===== src/rtl/alu_seq.sv =====
// alu_seq: registered EX-stage ALU with valid/ready handshake and iterative MULU/DIVU
// Ports: clock/resetn (sync, active-low); in_valid/in_ready accept a, b, aluc;
// out_valid/out_ready hand over s, z (s==0), le (signed a<=b); busy marks an iteration in progress.
module alu_seq #(
  parameter int WIDTH = 32
) (
  input  logic             clock,
  input  logic             resetn,
  input  logic             in_valid,
  output logic             in_ready,
  input  logic [WIDTH-1:0] a,
  input  logic [WIDTH-1:0] b,
  input  logic [4:0]       aluc,
  output logic             out_valid,
  input  logic             out_ready,
  output logic [WIDTH-1:0] s,
  output logic             z,
  output logic             le,
  output logic             busy
);
  localparam int SHW = $clog2(WIDTH);
  typedef enum logic [1:0] {IDLE, CALC, DONE} state_t;
  state_t             state_q, state_d;
  logic [2*WIDTH-1:0] acc_q, acc_d;
  logic [WIDTH-1:0]   opnd_q, opnd_d, s_q, s_d;
  logic [1:0]         op_q, op_d;
  logic [SHW-1:0]     cnt_q, cnt_d;
  logic               le_q, le_d;
  logic [SHW-1:0]     sh;
  logic               le_in, go_calc;
  logic [WIDTH-1:0]   res, mul_add, fin;
  logic [WIDTH:0]     mul_sum, div_sh, div_rem;
  logic               div_ge;
  logic [2*WIDTH-1:0] step;
  function automatic logic [WIDTH-1:0] popcnt(input logic [WIDTH-1:0] v);
    popcnt = '0;
    for (int i = 0; i < WIDTH; i++) popcnt = popcnt + WIDTH'(v[i]);
  endfunction
  assign sh      = a[SHW-1:0];
  assign le_in   = $signed(a) <= $signed(b);
  // MULU/DIVU iterate unless it is a divide by zero, which resolves at accept
  assign go_calc = aluc[4:2] == 3'b100 && !(aluc[1] && b == '0);
  always_comb begin
    res = '0;
    casez (aluc)
      5'b0?000: res = a + b;
      5'b0?100: res = a - b;
      5'b0?001: res = a & b;
      5'b0?101: res = a | b;
      5'b0?010: res = a ^ b;
      5'b0?110: res = b << (WIDTH / 2);
      5'b00011: res = b << sh;
      5'b00111: res = b >> sh;
      5'b01111: res = $signed(b) >>> sh;
      5'b01011: res = popcnt(a ^ b);
      5'b10010: res = '1;
      5'b10011: res = a;
      5'b10100: res = popcnt(a);
      5'b10101: res = WIDTH'(le_in);
      default:  res = '0;
    endcase
  end
  // acc holds {hi, lo}: MUL {partial, multiplier}, DIV {remainder, dividend/quotient}
  assign mul_add = acc_q[0] ? opnd_q : '0;
  assign mul_sum = {1'b0, acc_q[2*WIDTH-1:WIDTH]} + {1'b0, mul_add};
  assign div_sh  = {acc_q[2*WIDTH-1:WIDTH], acc_q[WIDTH-1]};
  assign div_ge  = div_sh >= {1'b0, opnd_q};
  assign div_rem = div_ge ? div_sh - {1'b0, opnd_q} : div_sh;
  assign step    = op_q[1] ? {div_rem[WIDTH-1:0], acc_q[WIDTH-2:0], div_ge}
                           : {mul_sum, acc_q[WIDTH-1:1]};
  assign fin     = op_q[0] ? step[2*WIDTH-1:WIDTH] : step[WIDTH-1:0];
  always_comb begin
    state_d = state_q;
    acc_d   = acc_q;
    opnd_d  = opnd_q;
    op_d    = op_q;
    cnt_d   = cnt_q;
    s_d     = s_q;
    le_d    = le_q;
    case (state_q)
      IDLE: if (in_valid) begin
        le_d    = le_in;
        op_d    = aluc[1:0];
        opnd_d  = aluc[1] ? b : a;
        acc_d   = {{WIDTH{1'b0}}, aluc[1] ? a : b};
        cnt_d   = '0;
        state_d = go_calc ? CALC : DONE;
        s_d     = go_calc ? s_q : res;
      end
      CALC: begin
        acc_d   = step;
        cnt_d   = cnt_q + SHW'(1);
        state_d = cnt_q == SHW'(WIDTH - 1) ? DONE : CALC;
        s_d     = cnt_q == SHW'(WIDTH - 1) ? fin : s_q;
      end
      DONE:    state_d = out_ready ? IDLE : DONE;
      default: state_d = IDLE;
    endcase
  end
  always_ff @(posedge clock) begin
    if (!resetn) begin
      state_q <= IDLE;
      acc_q   <= '0;
      opnd_q  <= '0;
      op_q    <= '0;
      cnt_q   <= '0;
      s_q     <= '0;
      le_q    <= 1'b0;
    end else begin
      state_q <= state_d;
      acc_q   <= acc_d;
      opnd_q  <= opnd_d;
      op_q    <= op_d;
      cnt_q   <= cnt_d;
      s_q     <= s_d;
      le_q    <= le_d;
    end
  end
  assign in_ready  = state_q == IDLE;
  assign out_valid = state_q == DONE;
  assign busy      = state_q == CALC;
  assign s         = s_q;
  assign z         = ~|s_q;
  assign le        = le_q;
endmodule


===== config.mk =====
export PLATFORM = sky130hd
export DESIGN_NAME = alu_seq
export DESIGN_NICKNAME = d
export VERILOG_FILES = /design/src/rtl/alu_seq.sv
export SDC_FILE = /design/constraint.sdc
export NUM_CORES = 1
export LEC_CHECK = 0
export BUFFER_PORTS_ARGS = -buffer_cell sky130_fd_sc_hd__buf_2
export CORE_ASPECT_RATIO = 1.25
export CORE_MARGIN = 8
export CORE_UTILIZATION = 30
export CTS_CLUSTER_DIAMETER = 50
export DETAILED_ROUTE_END_ITERATION = 7
export MAX_ROUTING_LAYER = met4
export PLACE_DENSITY_LB_ADDON = 0.1
export SETUP_SLACK_MARGIN = 0.4
export SYNTH_ARGS = -nofsm -noshare
export SYNTH_HDL_FRONTEND = slang
export SYNTH_SLANG_ARGS = --single-unit

===== constraint.sdc =====
create_clock -name clock -period 16.6 [get_ports clock]
set_input_delay 1.66 -clock clock [delete_from_list [all_inputs] [get_ports clock]]
set_output_delay 1.66 -clock clock [all_outputs]
set_load 0.005 [all_outputs]

==> results.env, run 1 <==
CTS_TREE='yes'
TIMING.RR.START='acc_q[0]'
TIMING.CRITICAL_PATH.CELLS='buf_2, buf_4, inv_2, ha_1, fa_1, fa_1, inv_1, fa_1, inv_1, fa_1, fa_1, inv_1, fa_1, inv_1, ha_1, a21o_1, a21oi_1, nor2b_1, o211ai_1, nand3_1, a21oi_1, o311ai_0, a221oi_1, nor2_1'
HOLD_BUFFERS=0
CRITICAL-PATH-TOP-CELL-BY-COUNT='fa_1'
NUMCLOCKSINKS=138
CPLARGESTDELAYFAMILY='adder cells'
IO_PINS=110
DRT_WL_TOTAL_MICRONS=129900
NUMBER_OF_FLOPS_MAPPED_TO_ENABLE_CELLS_BY_YOSYS=0
FP.DIEAREA_SQ_MM=0.08025
MIN_FROM='le'
FINAL_NETS=3184
INITIALDRTVIOLATIONCOUNT=2500
PLACEMENTROWS=109
FINAL_ROUTED_DRC_VIOLATION_TOTAL=0
POST_SYNTH_NUM_CELL_TYPES=99
SLOWEST_STAGE='ha_1'
HIGHEST-SIGNAL-LAYER='met4'
SYNTH-ASYNC-RESET-RATIO=0
SYNTH.NET_COUNT=3232
CRITICAL_PATH_REQUIRED_NS=16.94
PWR_DENSITY_CELL_mW_PER_MM2=91.73
INITIAL_CORE_UTIL=0.3032
TIMING_WORST_SLEW_PIN_VALUE_NS=1.292
DRTANTENNAVIOLNETS=0
POSTCTSSETUPBUFFERS=0
WORST_SETUP_HOLD_PATH_CLK_SLEW_NS=0.07
IO_BUFFER_COUNT=109
ELEMENT_TYPE_AT_THE_CRITICAL_PATH_START='input port'
NUMBER_OF_BUFFERS_CREATED_BY_CTS=17
SYNTH-SEQ-CELLS=138
GRT_FIRST_PASS_WIRELENGTH_MICRONS=181900
FMAXACHIEVABLE_GHz=0.1272
GRT_PASS1_VIAS=23581
TIMING.CRITICAL_PATH.FANOUT_MAX=35
GRT_SETUP_UNREPAIRED='false'
ROUTABILITYCONGESTION=1.020
GRTUSAGETOTAL=0.3248
DP_HPWL_MICRONS=102600
SYNTH.AVG_CELL_AREA_SQ_UM=7.307
SYNTHTOLAYOUTAREAGROWTH_PCT=8.640
FINALWORSTPATHREQUIREDPERIOD_NS=7.863
DRT_PRE_ANTENNA_ITERS=6
FINISH.CELL_COUNT_WITHOUT_FILLERS=3846
HOLD_VIOLATIONS=0
CLOCK-ROOT-BUFFER='clkbuf_16'
MAX_SLEW_MARGIN=0.1320
SYNTH.YOSYS.WARNINGS=0
MULTIINPUTGATEAREA_SQ_MM=0.01696
PLACE_INST=3807
LAYOUT-DRIVE-GT1-SHARE=0.1081
SYNTH_TOP_CELLS_BY_AREA='dfxtp_1 13%, ha_1 10%, a21oi_1 6.2%'
CP.ARRIVAL_NS=8.20
DETAIL_ROUTE.WL_PER_CELL_MICRONS=33.77
CTSHTREEMAXLEVEL=4
SYNTH_TOP_AREA_SHARE=0.1290
TIMING.CLOCK.SKEW_NS=0.01371
SETUP-TNS-FINAL_NS=0
CTS_MAX_PATH_BUFFERS=2
FINAL-MAX-SLEW-VIOLATION-COUNT=0
MET1_LENGTH_MICRONS=51140
DIE_H_MICRONS=314.7
SETUP.WORST_PATH.END_CLASS='register'
IR_DROP_mV=0.2011
RUN_STATUS='complete, no violations'
MOSTFREQUENTLAYOUTCELL='nor2_1'
SYN_INST=2931
STATIC-LEAKAGE-POWER_nW=9.844
WORST_SKEW_PAIR.LATE_LATENCY_NS=0.46
FILLCELLCOUNT=7815
SYN_AREA_SQ_MM=0.02142
MET3ROUTEDLENGTH_MICRONS=8170
NUM_VIAS=23960
WORSTHOLDPATHTYPE='register to register'
TOP_CELL_TYPE_BY_TOTAL_AREA_AFTER_SYNTHESIS='dfxtp_1'
GRT.OVERFLOW.TOTAL=0
DESIGN.CORE.AREA_SQ_MM=0.07065
GRT_ANTENNA_BEFORE_REPAIR=9
GRT_MAX_DEGREE=72
CRIT_START='a[1]'
FINAL_MIN_PERIOD_OVER_CLOCK_PERIOD=0.4737
WORST-PATH-BUF-INV=7
MAX_CAP_VIOLATIONS=0
REGISTER_AREA_SQ_MM=0.002766
DETAILROUTE.WIRELENGTH.MET2_MICRONS=60600
SYNTH_SEQ_AREA_SHARE=0.1290
YS.FLOP_TYPE='dfxtp_1'
DIE_WIDTH_MICRONS=255.0
SETUP_VIOL=0
VIASPERCELL=6.230
SLOWEST_DELAY_NS=0.59
CRITICAL_PATH_CLASS='input port to register'
POST_CTS.RESIZED_INSTANCES=0
LAYOUT.CELLS.MOST_COMMON_LIST='273 x nor2_1, 265 x a21oi_1, 238 x nand2_1, 204 x o21ai_0, 198 x inv_1'
[logic make-up after synthesis]
kind of cell	synth area share
adders and majority gates	0.1514
DFF	0.1290
AOI/OAI and AO/OA	0.3208
and+or+nand+nor	0.1803
buffers and inverters	0.08179
xor gates and xnor gates	0.03394
muxes	0.1027
[worst paths after layout]
path                              end  slack (ns)  cells past startpoint
worst max-delay path             s[5]        8.74                     24
worst min-delay path               le        0.45                      2
worst max register to register  s[23]       12.40                     14
worst min register to register     le        0.45                      2
[tightest hold or removal path, delay by kind of cell (launching register included)]
kind / cells / cell delay, ns
simple gates: 1 / 0.05
flops: 1 / 0.31
compound gates: 1 / 0.05
[sequential cells by signal, summed over array words and instances, names as in the netlist]
name,cells
acc_q,64
opnd_q,32
s,32
op_q,2
le,1
cnt_q,5
state_q,2
[per-stage QoR]
stage	total power (W)	cell area [sq um]	hold WS, ns	util	worst slack (ns)
floorplan	0.001263	21420	0.4147	-	8.960
global placement	0.001743	22670	0.4316	0.3209	8.229
detailed placement	0.001715	22670	0.4449	0.3209	8.261
CTS	0.002120	23250	0.4540	0.3291	8.742
global route	0.002289	23270	0.4788	0.3294	8.235
finish	0.002134	23270	0.4549	0.3294	8.737
[routing by layer]
metal,global-route usage,up-vias
li1,-,10670
met1,0.3807,11778
met2,0.5185,1201
met3,0.04383,311
met4,0.2101,0
met5,-,-
[layout make-up]
cell class                 instances  share of cell area
tap                              943             0.05071
sequential                       138              0.1189
clock buffer                      20             0.02006
clock inverter                    11            0.004839
antenna                            8           0.0008604
timing repair buffer             165             0.04173
inverter                         211             0.03409
multi-input combinational       2350              0.7288
[synth_stat cells (all sizes together), types with 45 or more instances]
library cell	number
dfxtp	138
clkbuf	173
nor3	58
mux2i	99
buf	59
fa	52
and2	45
xnor2	62
inv	203
nand2	238
a211oi	81
ha	176
o21ai	216
a21oi	265
nor2	279
a21o	50
a22oi	60
nand3	57
[power by group]
part	leakage (nW)	internal [W]	total, W	switching, W
logic	8.44	0.000516	0.00136	0.000840
clock network	0.272	0.000220	0.000397	0.000177
registers	1.13	0.000355	0.000381	0.0000267
total	9.84	0.00109	0.00213	0.00104
No activity file was read; power rests on OpenSTA's default activity.
==> run 2: changes to the inputs <==
==> constraint.sdc (replaced) <==
create_clock -name clock -period 7 [get_ports clock]
set_input_delay 0.7 -clock clock [delete_from_list [all_inputs] [get_ports clock]]
set_output_delay 0.7 -clock clock [all_outputs]
set_load 0.005 [all_outputs]
==> run 2 against run 1 <==
Net effect:
- worst setup slack got worse by 7.9 ns
- sequential share of layout area decreased by 0.28 points
- first-iteration DRC count decreased by 2.5%
- cell area increased by 2.5%
- wire length increased by 0.46%
- critical path type unchanged
- die area unchanged
- largest cell class unchanged
- non-clock buffer count increased by 69
- total power increased by 140%
- clock-buffer cell count decreased by 2
- hold slack got worse by 0.0066 ns
- utilization increased by 0.81 points
- clock power increased to 2.5 times the previous value
==> results.env, run 2 (synthesized netlist as in run 1, its figures left out) <==
POSTCTSSETUPBUFFERS=0
SLOWEST_STAGE='fa_1'
NUMCLOCKSINKS=138
CTSHTREEMAXLEVEL=4
FINAL_ROUTED_DRC_VIOLATION_TOTAL=0
CLOCK-ROOT-BUFFER='clkbuf_16'
LAYOUT-DRIVE-GT1-SHARE=0.1288
NUM_VIAS=24571
TIMING.RR.START='opnd_q[13]'
HOLD_DEPTH=1
CPLARGESTDELAYFAMILY='adder cells'
ROUTABILITYCONGESTION=1.041
GRT_FIRST_PASS_WIRELENGTH_MICRONS=182200
PWR_DENSITY_CELL_mW_PER_MM2=215.3
GRT.OVERFLOW.TOTAL=0
DESIGN.CORE.AREA_SQ_MM=0.07065
GRTUSAGETOTAL=0.3235
GRT_SETUP_UNREPAIRED='false'
DRT_WL_TOTAL_MICRONS=130500
FMAXACHIEVABLE_GHz=0.1617
MIN_FROM='cnt_q[3]'
GRT_MAX_DEGREE=88
TIMING_WORST_SLEW_PIN_VALUE_NS=1.310
DP_HPWL_MICRONS=103100
FINALWORSTPATHREQUIREDPERIOD_NS=6.183
IR_DROP_mV=0.2298
WORST-PATH-BUF-INV=6
LAYOUT.CELLS.MOST_COMMON_LIST='274 x nor2_1, 265 x a21oi_1, 238 x nand2_1, 204 x o21ai_0, 198 x inv_1'
MOSTFREQUENTLAYOUTCELL='nor2_1'
REG2REG_SLACK_NS=2.84
CRITICAL_PATH_CLASS='input port to register'
SETUP.WORST_PATH.END_CLASS='register'
DETAIL_ROUTE.WL_PER_CELL_MICRONS=33.31
FINAL_MIN_PERIOD_OVER_CLOCK_PERIOD=0.8833
MAX_CAP_VIOLATIONS=0
POST_CTS.RESIZED_INSTANCES=0
DPL_CELL_AREA_SQ_MM=0.02318
SETUP_VIOL=0
VIASPERCELL=6.273
CP.ARRIVAL_NS=6.50
DRTANTENNAVIOLNETS=0
RUN_STATUS='complete, no violations'
CTS_MAX_PATH_BUFFERS=2
FINAL_NETS=3253
TIMING.CRITICAL_PATH.CELLS='buf_2, inv_1, ha_1, inv_1, fa_1, fa_1, fa_1, inv_1, fa_1, fa_1, fa_1, ha_1, inv_1, fa_1, inv_1, a21o_1, a21oi_1, xnor2_1, a221oi_1, o31ai_1, o21ai_0, a31oi_1'
FP.DIEAREA_SQ_MM=0.08025
DIE_WIDTH_MICRONS=255.0
WORST_SKEW_PAIR.LATE_LATENCY_NS=0.46
REG2REG_DEPTH=13
LARGEST_REGISTER_FFS=64
INITIAL_CORE_UTIL=0.3032
CRITICAL_PATH_REQUIRED_NS=7.32
DIE_H_MICRONS=314.7
ELEMENT_TYPE_AT_THE_CRITICAL_PATH_START='input port'
HOLD_VIOLATIONS=0
CTS_TREE='yes'
MAX_SLEW_MARGIN=0.1233
WORST_SETUP_HOLD_PATH_CLK_SLEW_NS=0.06
NUMBER_OF_BUFFERS_CREATED_BY_CTS=17
FINAL-MAX-SLEW-VIOLATION-COUNT=0
CRIT_START='b[27]'
FINAL_CELL_AREA_SQ_MM=0.02384
SETUP-TNS-FINAL_NS=0
INITIALDRTVIOLATIONCOUNT=2438
GRT_PASS1_VIAS=24266
R2R_END='s[3]'
DRT_PRE_ANTENNA_ITERS=6
GRT_ANTENNA_BEFORE_REPAIR=10
HOLD_BUFFERS=0
WORSTHOLDPATHTYPE='register to register'
PLACEMENTROWS=109
TIMING.CLOCK.SKEW_NS=0.01257
STATIC-LEAKAGE-POWER_nW=10.21
CRITICAL-PATH-TOP-CELL-BY-COUNT='fa_1'
IO_PINS=110
TOP_REGISTER='acc_q'
TIMING.CRITICAL_PATH.FANOUT_MAX=2
SYNTHTOLAYOUTAREAGROWTH_PCT=11.30
SLOWEST_DELAY_NS=0.64
IO_BUFFER_COUNT=109
WORSTHOLDENDPOINT='cnt_q[3]'
-- run 2: cell types whose count changed in the layout (fill, tap and decap cells not counted), moves of 2 or more --
cell and change:
clkbuf_8 -3, inv_6 +2, clkinvlp_4 -3, bufinv_16 +2, buf_4 +69
-- run 2: layer usage --
layer  vias up  share of wire  wire length (microns)  global-route usage
met4         0          0.078                  10140              0.2158
li1      10802              -                      -                   -
met1     12205           0.38                  49430              0.3616
met3       340          0.067                   8697             0.04993
met2      1224           0.48                  62200              0.5302
met5         -              0                      0                   -
-- run 2: cell type report --
class	count	area, sq um
antenna	9	22.52
clock buffer	18	450.4
clock inverter	14	181.4
fill	7849	46810
inverter	211	793.3
multi-input combinational	2350	16960
sequential	138	2766
tap	943	1180
timing repair buffer	234	1489
-- run 2: worst max path at each step --
stage               cells after the start  endpoint  slack [ns]
finish                                 22      s[4]        0.82
global placement                       23      s[5]        0.23
CTS                                    23      s[5]        0.68
floorplan                              24      s[5]        0.41
global route                           23      s[5]        0.41
detailed placement                     23      s[5]        0.23
-- run 2: stage by stage --
step	util	hold slack [ns]	std cells	setup WS (ns)	power [W]
finish	0.3374	0.4483	3917	0.8168	0.005133
global placement	0.3282	0.4422	3876	0.2343	0.004135
CTS	0.3371	0.4519	3908	0.6821	0.005114
floorplan	-	0.4147	2931	0.4137	0.002996
global route	0.3374	0.4701	3916	0.4054	0.005472
detailed placement	0.3282	0.4433	3876	0.2316	0.004096
-- run 2: power breakdown --
part	switching, W	total (W)	internal, W
clock	0.000413	0.00100	0.000589
sequential	0.0000661	0.000907	0.000841
combinational	0.00196	0.00322	0.00126
